[config.mk]
export PLATFORM = sky130hd
export DESIGN_NAME = pipeline_ctrl
export DESIGN_NICKNAME = d
export VERILOG_FILES = /design/src/rtl/pipeline_pkg.sv /design/src/rtl/sat_counter.sv /design/src/rtl/pipeline_ctrl.sv
export SDC_FILE = /design/constraint.sdc
export NUM_CORES = 1
export LEC_CHECK = 0
export BUFFER_PORTS_ARGS = -buffer_cell sky130_fd_sc_hd__buf_2
export CORE_MARGIN = 5
export CORE_UTILIZATION = 54
export CTS_CLUSTER_SIZE = 20
export DETAILED_ROUTE_END_ITERATION = 10
export GPL_ROUTABILITY_DRIVEN = 0
export GPL_TIMING_DRIVEN = 0
export PLACE_DENSITY = 0.83
export SETUP_SLACK_MARGIN = 0.5
export SLEW_MARGIN = 20
export SYNTH_ARGS = -nofsm -noshare
export SYNTH_HDL_FRONTEND = slang
export SYNTH_HIERARCHICAL = 1
export SYNTH_SLANG_ARGS = --single-unit
[constraint.sdc]
create_clock -name clk -period 2.8 [get_ports clk]
set_input_delay 0.56 -clock clk [delete_from_list [all_inputs] [get_ports clk]]
set_output_delay 0.56 -clock clk [all_outputs]
set_load 0.02 [all_outputs]
[src/rtl/pipeline_pkg.sv]
// Shared types and defaults for the pipeline sequencer.
package pipeline_pkg;

    typedef enum logic [1:0] {
        RUN    = 2'd0,
        DRAIN  = 2'd1,
        HALTED = 2'd2
    } ctrl_state_t;

    localparam int unsigned DRAIN_CYC_DEF = 3;
    localparam int unsigned CNT_W_DEF     = 16;

endpackage

[src/rtl/sat_counter.sv]
// Event counter that sticks at all-ones instead of wrapping.
module sat_counter #(
    parameter int unsigned W = 16
) (
    input  logic         clk,
    input  logic         rst,
    input  logic         inc,
    output logic [W-1:0] count
);

    logic [W-1:0] count_q;

    always_ff @(posedge clk) begin
        if (rst) begin
            count_q <= '0;
        end else if (inc && (count_q != {W{1'b1}})) begin
            count_q <= count_q + W'(1);
        end
    end

    assign count = count_q;

endmodule

[src/rtl/pipeline_ctrl.sv]
// Central sequencer for the 5-stage pipeline: stage enables/clears, valid
// tracking, HLT drain-to-halt and saturating performance counters.
module pipeline_ctrl
    import pipeline_pkg::*;
#(
    parameter int unsigned CNT_W     = CNT_W_DEF,
    parameter int unsigned DRAIN_CYC = DRAIN_CYC_DEF
) (
    input  logic             clk,
    input  logic             rst,
    input  logic             hazard,
    input  logic             branch_taken,
    input  logic             halt_id,
    input  logic             mem_busy,
    output logic             pc_we,
    output logic             pc_sel_branch,
    output logic             if_id_we,
    output logic             id_ex_we,
    output logic             ex_mem_we,
    output logic             mem_wb_we,
    output logic             if_id_clr,
    output logic             id_ex_clr,
    output logic             v_id,
    output logic             v_ex,
    output logic             v_mem,
    output logic             v_wb,
    output logic             halted,
    output logic [CNT_W-1:0] stall_cnt,
    output logic [CNT_W-1:0] flush_cnt,
    output logic [CNT_W-1:0] retire_cnt
);

    localparam int unsigned DC_W = (DRAIN_CYC < 2) ? 1 : $clog2(DRAIN_CYC + 1);

    ctrl_state_t   state_q, state_d;
    logic [DC_W-1:0] drain_q, drain_d;
    logic          v_id_q, v_ex_q, v_mem_q, v_wb_q;
    logic          v_id_d, v_ex_d, v_mem_d, v_wb_d;
    logic          halted_q, halted_d;
    logic          shift, kill_id, kill_ex;
    logic          stall_inc, flush_inc, retire_inc;

    always_ff @(posedge clk) begin
        if (rst) begin
            state_q  <= RUN;
            drain_q  <= '0;
            v_id_q   <= 1'b0;
            v_ex_q   <= 1'b0;
            v_mem_q  <= 1'b0;
            v_wb_q   <= 1'b0;
            halted_q <= 1'b0;
        end else begin
            state_q  <= state_d;
            drain_q  <= drain_d;
            v_id_q   <= v_id_d;
            v_ex_q   <= v_ex_d;
            v_mem_q  <= v_mem_d;
            v_wb_q   <= v_wb_d;
            halted_q <= halted_d;
        end
    end

    // Priority: rst > mem_busy > branch > halt > hazard; DRAIN/HALTED ignore the latter three.
    always_comb begin
        state_d       = state_q;
        drain_d       = drain_q;
        halted_d      = halted_q;
        pc_we         = 1'b0;
        pc_sel_branch = 1'b0;
        if_id_we      = 1'b0;
        id_ex_we      = 1'b0;
        ex_mem_we     = 1'b0;
        mem_wb_we     = 1'b0;
        if_id_clr     = 1'b0;
        id_ex_clr     = 1'b0;
        shift         = 1'b0;
        kill_id       = 1'b0;
        kill_ex       = 1'b0;
        stall_inc     = 1'b0;
        flush_inc     = 1'b0;

        if (rst) begin
            if_id_clr = 1'b1;
            id_ex_clr = 1'b1;
        end else begin
            case (state_q)
                RUN: begin
                    if (mem_busy) begin
                        stall_inc = 1'b1;
                    end else if (branch_taken) begin
                        pc_we         = 1'b1;
                        pc_sel_branch = 1'b1;
                        {if_id_we, id_ex_we, ex_mem_we, mem_wb_we} = 4'b1111;
                        if_id_clr     = 1'b1;
                        id_ex_clr     = 1'b1;
                        shift         = 1'b1;
                        kill_id       = 1'b1;
                        kill_ex       = 1'b1;
                        flush_inc     = 1'b1;
                    end else if (halt_id && v_id_q) begin
                        {if_id_we, id_ex_we, ex_mem_we, mem_wb_we} = 4'b1111;
                        if_id_clr = 1'b1;
                        shift     = 1'b1;
                        kill_id   = 1'b1;
                        state_d   = DRAIN;
                        drain_d   = DC_W'(DRAIN_CYC);
                    end else if (hazard) begin
                        {if_id_we, id_ex_we, ex_mem_we, mem_wb_we} = 4'b1111;
                        if_id_clr = 1'b1;
                        shift     = 1'b1;
                        kill_id   = 1'b1;
                        stall_inc = 1'b1;
                    end else begin
                        pc_we = 1'b1;
                        {if_id_we, id_ex_we, ex_mem_we, mem_wb_we} = 4'b1111;
                        shift = 1'b1;
                    end
                end
                DRAIN: begin
                    if (mem_busy) begin
                        stall_inc = 1'b1;
                    end else begin
                        {if_id_we, id_ex_we, ex_mem_we, mem_wb_we} = 4'b1111;
                        if_id_clr = 1'b1;
                        shift     = 1'b1;
                        kill_id   = 1'b1;
                        drain_d   = drain_q - DC_W'(1);
                        if (drain_q == DC_W'(1)) begin
                            state_d  = HALTED;
                            halted_d = 1'b1;
                        end
                    end
                end
                HALTED: begin
                    halted_d = 1'b1;
                end
                default: begin
                    state_d = RUN;
                end
            endcase
        end
    end

    // Stage valid bits follow the instruction stream only when the pipe advances.
    always_comb begin
        v_id_d  = v_id_q;
        v_ex_d  = v_ex_q;
        v_mem_d = v_mem_q;
        v_wb_d  = v_wb_q;
        if (shift) begin
            v_id_d  = ~kill_id;
            v_ex_d  = v_id_q & ~kill_ex;
            v_mem_d = v_ex_q;
            v_wb_d  = v_mem_q;
        end
    end

    assign retire_inc = v_wb_q & mem_wb_we;

    sat_counter #(.W(CNT_W)) u_stall_cnt (
        .clk   (clk),
        .rst   (rst),
        .inc   (stall_inc),
        .count (stall_cnt)
    );

    sat_counter #(.W(CNT_W)) u_flush_cnt (
        .clk   (clk),
        .rst   (rst),
        .inc   (flush_inc),
        .count (flush_cnt)
    );

    sat_counter #(.W(CNT_W)) u_retire_cnt (
        .clk   (clk),
        .rst   (rst),
        .inc   (retire_inc),
        .count (retire_cnt)
    );

    assign v_id   = v_id_q;
    assign v_ex   = v_ex_q;
    assign v_mem  = v_mem_q;
    assign v_wb   = v_wb_q;
    assign halted = halted_q;

endmodule

# Word level (Yosys, flattened, before mapping)
# Index checks and enable logic that the tools add are counted.
[totals] word_cells=82 output_inout_bits=61 reg_bits=57 inputBits=6
[classes] n_reduce_logical=11 bitwise_logic=5 eq_ne=11 add_sub_neg=4 n_mux=41
[op_table] cell="adder 16 x 1 -> 16 bit, second input constant" count=3
[op_table] cell="!= test 16 bit, second input constant" count=3
[op_table] cell="2-to-1 mux 1 bit" count=27
[op_table] cell="2-to-1 mux 2 bit" count=9
[op_table] cell="!= test 2 bit, second input constant" count=5
[op_table] cell="case mux 1 bit (2 select lines)" count=3
[op_table] cell="case mux 2 bit (3 select lines)" count=1
[op_table] cell="AND reduction 6 bit" count=1
[op_table] cell="AND reduction 5 bit" count=1
[op_table] cell="== test 2 x 1 -> 1 bit, second input constant" count=2
[op_table] cell="logical AND 1 bit" count=4
[op_table] cell="case mux 2 bit (2 select lines)" count=1
[op_table] cell="nonzero test 2 bit" count=2
[op_table] cell="NOT 1 bit" count=3
[op_table] cell="AND reduction 3 bit" count=1
[op_table] cell="AND 1 bit" count=2
[op_table] cell="== test 2 bit, second input constant" count=1
[op_table] cell="logical NOT 2 bit" count=1
[op_table] cell="OR reduction 2 bit" count=1
[op_table] cell="subtractor 2 x 1 -> 2 bit, second input constant" count=1

# Depth between registers and ports, before layout
[depth] ltp_word=7 depth_mapped=8 ltp_nobuf=7

# Hierarchy
# The synthesis kept the hierarchy.
[by_module_without_submodules] module="sat_counter" n_inst=3 area_per_inst_um2=848.3 cells_each=99 seq_area_each_um2=320.3
[by_module_without_submodules] module="pipeline_ctrl" n_inst=1 area_per_inst_um2=494.2 cells_each=60 seq_area_each_um2=180.2

# Worst setup path before layout
# Ideal clock, no wire load.
[synth_timing] path_type="input-to-reg" from="input port mem_busy" to="register u_flush_cnt.count_q[9] (netlist: u_flush_cnt/count[9])" required_time_ns=2.730 t_arrival_ns=2.668 setup_time_ns=0.070 path_stages=7 path_slack_ns=0.062 path_buffers=2 path_cell_list="or2_1 buf_6 nor3_1 nand2_1 clkbuf_1 or4_1 a21oi_1"
[synth_between] elab_chain_cells=4
[synth_lines] element="from (decl)" line_no="pipeline_ctrl.sv:14" text="input logic mem_busy,"
[synth_lines] element="2-to-1 mux 1 bit (3 in a row)"
[synth_lines] element="via pc_sel_branch" line_no="pipeline_ctrl.sv:16" text="output logic pc_sel_branch,"
[synth_lines] element="logical AND 1 bit" line_no="sat_counter.sv:16" text="end else if (inc && (count_q != {W{1'b1}})) begin"
[synth_lines] element="to (signal assigned)" line_no="sat_counter.sv:17" text="count_q <= count_q + W'(1);"
[synth_lines] element="to (decl)" line_no="sat_counter.sv:11" text="logic [W-1:0] count_q;"
# The timed path passes the listed nets, and every way through them passes these cells.
# A chain may end at the register's enable or synchronous reset.

# Worst setup path in the final report
[layout_timing] from="input port rst" to="register u_stall_cnt.count_q[13] (netlist: u_stall_cnt/count[13])"
[layout_between] elab_chain_cells=2
[layout_lines] element="from (decl)" line_no="pipeline_ctrl.sv:10" text="input logic rst,"
[layout_lines] element="2-to-1 mux 1 bit" line_no="pipeline_ctrl.sv:82" text="if (rst) begin"
[layout_lines] element="via stall_inc" line_no="pipeline_ctrl.sv:41" text="logic stall_inc, flush_inc, retire_inc;"
[layout_lines] element="logical AND 1 bit" line_no="sat_counter.sv:16"
[layout_lines] element="to (signal assigned)" line_no="sat_counter.sv:17"
[layout_lines] element="to (decl)" line_no="sat_counter.sv:11"
# The timed path passes the listed nets, and every way through them passes these cells.

==> summary.md <==
| Metric | Value |
|---|---|
| GRT met3 Usage | 5.049% |
| Setup Skew | 9.383 ps |
| Post-DP HPWL | 5399 um |
| Die span in x | 85.02 um |
| Post-route minimum period | roughly 2200 ps |
| Share of total power in the clock network | 44.8% |
| GRT Overall Usage | 20.70% |
| Crit-path max FO | 10 |
| Root Buffer | clkbuf_8 |
| Status | completed |
| Drt wl/cell | approximately 15 um |
| Clock Latency Late Sink | ~330 ps |
| Leakage | 1.415 nW |
| Slew @ Worst Pin | 709.4 ps |
| Cells after Synth | 357 |
| Hold Crit Start | halted |
| Syn nets | about 370 |
| Largest area contributor in the netlist | dfxtp_1 |
| Sequential cell area | 1141 um^2 |
| Post-Syn Area | 3039 um^2 |
| Total gr overflow | 0 |
| CTS Buffer Depth | 2 |
| Vias in the first global route | 2815 |
| CP Class | in -> reg |
| Area delta synth->final | 20.83% |
| Yosys warns | 6 |
| Reg2Reg Launch Point | state_q[0] |
| Layer with the highest usage | met2 |
| CTS H-tree depth | 3 |
| Switch share | 22.91% |
| Initial core utilization | between 50% and 60% |
| Post-synthesis cell type count | 47 |
| Drt drc | 0 |
| R2R cell count | 7 |
| Crit. End Element | flip-flop |
| CTS tree | done |
| Most used DFF post-synth | dfxtp_1 |
| Final hold vios | 0 |
| WHS Endpoint | halted |
| Int Pwr | 1.261 mW |
| Routed Antenna Nets | 0 |
| Post-synth EDFFs | 0 |
| Total CTS buffers | 9 |
| First-pass GRT wire length | approximately 13000 um |
| R2r endpoint | u_stall_cnt/count[13] |
| I/O Buffers | 66 |
| Chip Height | between 80 and 90 um |
| R2R Setup Slk | 630 ps |
| Layout Nets | 444 |
| Die ar. | 7228 um^2 |
| Avg Cell Area, Syn | 8.513 um^2 |
| Num rows | 27 |
| Combinational share of power | under 10% |
| Sink Count | 57 |
| Top area cells in the synthesized netlist | dfxtp_1, a21oi_1, or4_1 |
| Core Region | approximately 5500 um^2 |
| Seq/Total Area, Yosys | 37.55% |
| Fmax | 456.4 MHz |
| Antenna cell count | 0 |
| DRT Pass-1 Iters | 4 |
| RSZ-0062 raised after global routing | yes |
| Hold Crit Class | reg -> reg |
| Headroom to the max-slew limit | 52.09% |
| Multi-input gate area | 1780 um^2 |
| FILL cells | between 400 and 500 |
| Share of post-route cells with drive strength above 1 | 24.37% |
| Ys async rst share | 0% |
| Initial antenna violation count | 0 |
| Vias per inst | approximately 6 |
| Setup TNS | 0 ps |
| Max Cap Viol | 0 |
| DR iter-0 viols | 185 |
| Register share of total power | ~50% |
| Via count | approximately 3k |
| FF+latch count, synth | 57 |
| M1 GR Usage | 25.28% |
| Final core utilization | 67.10% |
| Pin count of the biggest net entering global routing | 11 |
| Hold-critical path depth | 2 |
| Clock transition at the registers of the reported paths | around 60 ps |
| Net switching power | 0.3746 mW |
| Final setup viols | 0 |
| Arrival @ worst endpoint | 2450 ps |
| CP startpoint kind | input pin |
| Top Ports | 67 |
| Period Utilization, post-route | 78.25% |
| Top cell type's share of synthesized area | 37.55% |
| Routed WL | 7598 um |
| Power per cell area | 445.3 nW/um^2 |
| Met2 Use GR | 35.10% |
| Slew Viols, Final | 0 |
| Worst Path Required | ~3100 ps |
| VDD IR max | 0.0003477 V |
## synthesized netlist by cell type (2+ instances only)
| cell | number |
|---|---|
| a21oi_1 | 39 |
| and3_1 | 3 |
| and4_1 | 9 |
| buf_1 | 3 |
| buf_2 | 3 |
| buf_4 | 3 |
| clkbuf_1 | 7 |
| dfxtp_1 | 57 |
| ha_1 | 4 |
| inv_1 | 13 |
| mux2_2 | 3 |
| mux2i_1 | 3 |
| nand2_1 | 25 |
| nand2_2 | 3 |
| nand2b_1 | 2 |
| nand3_1 | 20 |
| nand3b_1 | 3 |
| nand4_1 | 9 |
| nand4_4 | 3 |
| nor2_1 | 21 |
| nor2b_1 | 6 |
| nor3_1 | 16 |
| nor4_1 | 6 |
| nor4_4 | 3 |
| nor4bb_1 | 3 |
| o21a_1 | 3 |
| o21ai_0 | 12 |
| o311ai_0 | 3 |
| o31ai_1 | 18 |
| o41ai_1 | 3 |
| or2_1 | 2 |
| or3_1 | 9 |
| or4_1 | 21 |
| xnor2_1 | 6 |
## power groups by stage
| stage | logic (mW) | clock network (mW) | registers, mW |
|---|---|---|---|
| floorplan | 0.0498 | 0 | 0.842 |
| global placement | 0.0809 | 0 | 0.838 |
| detailed placement | 0.0826 | 0 | 0.838 |
| CTS | 0.0833 | 0.746 | 0.820 |
| global route | 0.0900 | 0.784 | 0.820 |
| finish | 0.0831 | 0.732 | 0.820 |
## repair_timing
item / 4_1_cts / 5_1_grt
buffers inserted: 0 / 0
gates resized for setup: 1 / 3
pin swaps: 0 / 1
hold buffers: 0 / 0
endpoints found under the setup margin: 6 / 11
cloned: 0 / 0
## registers in the layout, summed over array words and instances, names as in the netlist
| register | cells |
|---|---|
| u_flush_cnt/count | 16 |
| u_retire_cnt/count | 16 |
| u_stall_cnt/count | 16 |
| drain_q | 2 |
| state_q | 2 |
| halted | 1 |
| v_ex | 1 |
| v_id | 1 |
| v_mem | 1 |
| v_wb | 1 |
## per-layer routing
metal	up-vias	routed length (um)
met2	87	3544
met4	0	127
met1	1439	3470
li1	1520	-
met5	-	0
met3	14	456
## worst max path at each step
stage               start                      to  cells past startpoint
4_1_cts        state_q[1]   u_retire_cnt/count[9]                      8
6_report              rst   u_stall_cnt/count[13]                      7
5_1_grt        state_q[1]  u_retire_cnt/count[15]                      8
2_1_floorplan    mem_busy   u_retire_cnt/count[9]                      8
3_5_place_dp          rst   u_stall_cnt/count[13]                      7
3_3_place_gp          rst   u_stall_cnt/count[13]                      7
## critical path, cell delays in order
cell and delay, ps:
buf_2 180, clkbuf_1 260, nor3_2 420, nand2_1 120, clkbuf_1 240, or4_1 520
a21oi_1 150
## cell type report
| type | count | area share [%] |
|---|---|---|
| multi-input combinational | 270 | 48.48 |
| sequential | 57 | 31.07 |
| timing repair buffer | 66 | 8.995 |
| clock buffer | 15 | 5.077 |
| tap | 72 | 2.453 |
| buffer | 17 | 2.385 |
| inverter | 13 | 1.329 |
| clock inverter | 1 | 0.2044 |
## placed cells by master, fill, tap and decap left out, drive strengths merged, types with 2 or more instances in the layout
cell type	n
nor2b	6
nor3	17
o21ai	13
or2	2
mux2	3
and4	9
nand2	28
clkbuf	22
nor4bb	3
or4	21
inv	13
buf	76
ha	4
nor2	22
xnor2	6
nor4	9
mux2i	3
nand4	12
nand3	20
nand2b	2
and3	3
o41ai	3
dfxtp	57
or3	9
nand3b	3
o21a	3
a21oi	39
o31ai	18
o311ai	3
## kinds of logic after synthesis
family	share of synthesized area [%]
mux	2.100
xor+xnor	1.729
flops	37.55
simple gates	35.16
fa+ha+maj	1.647
buf+inv	4.446
compound gates	17.37
## through the flow
step                      instance area [um^2]  total power, mW  setup slack, ps  hold WS (ps)  instances
final                                     3672            1.635            608.9         451.8        511
after global routing                      3672            1.694            467.1         470.3        511
after CTS                                 3670            1.649            521.0         450.0        511
after detailed placement                  3471           0.9206            68.59         434.7        495
after global placement                    3471           0.9189            91.48         433.5        495
after floorplan                           3050           0.8913            538.6         438.9        357
(Power assumes the default switching activity.)
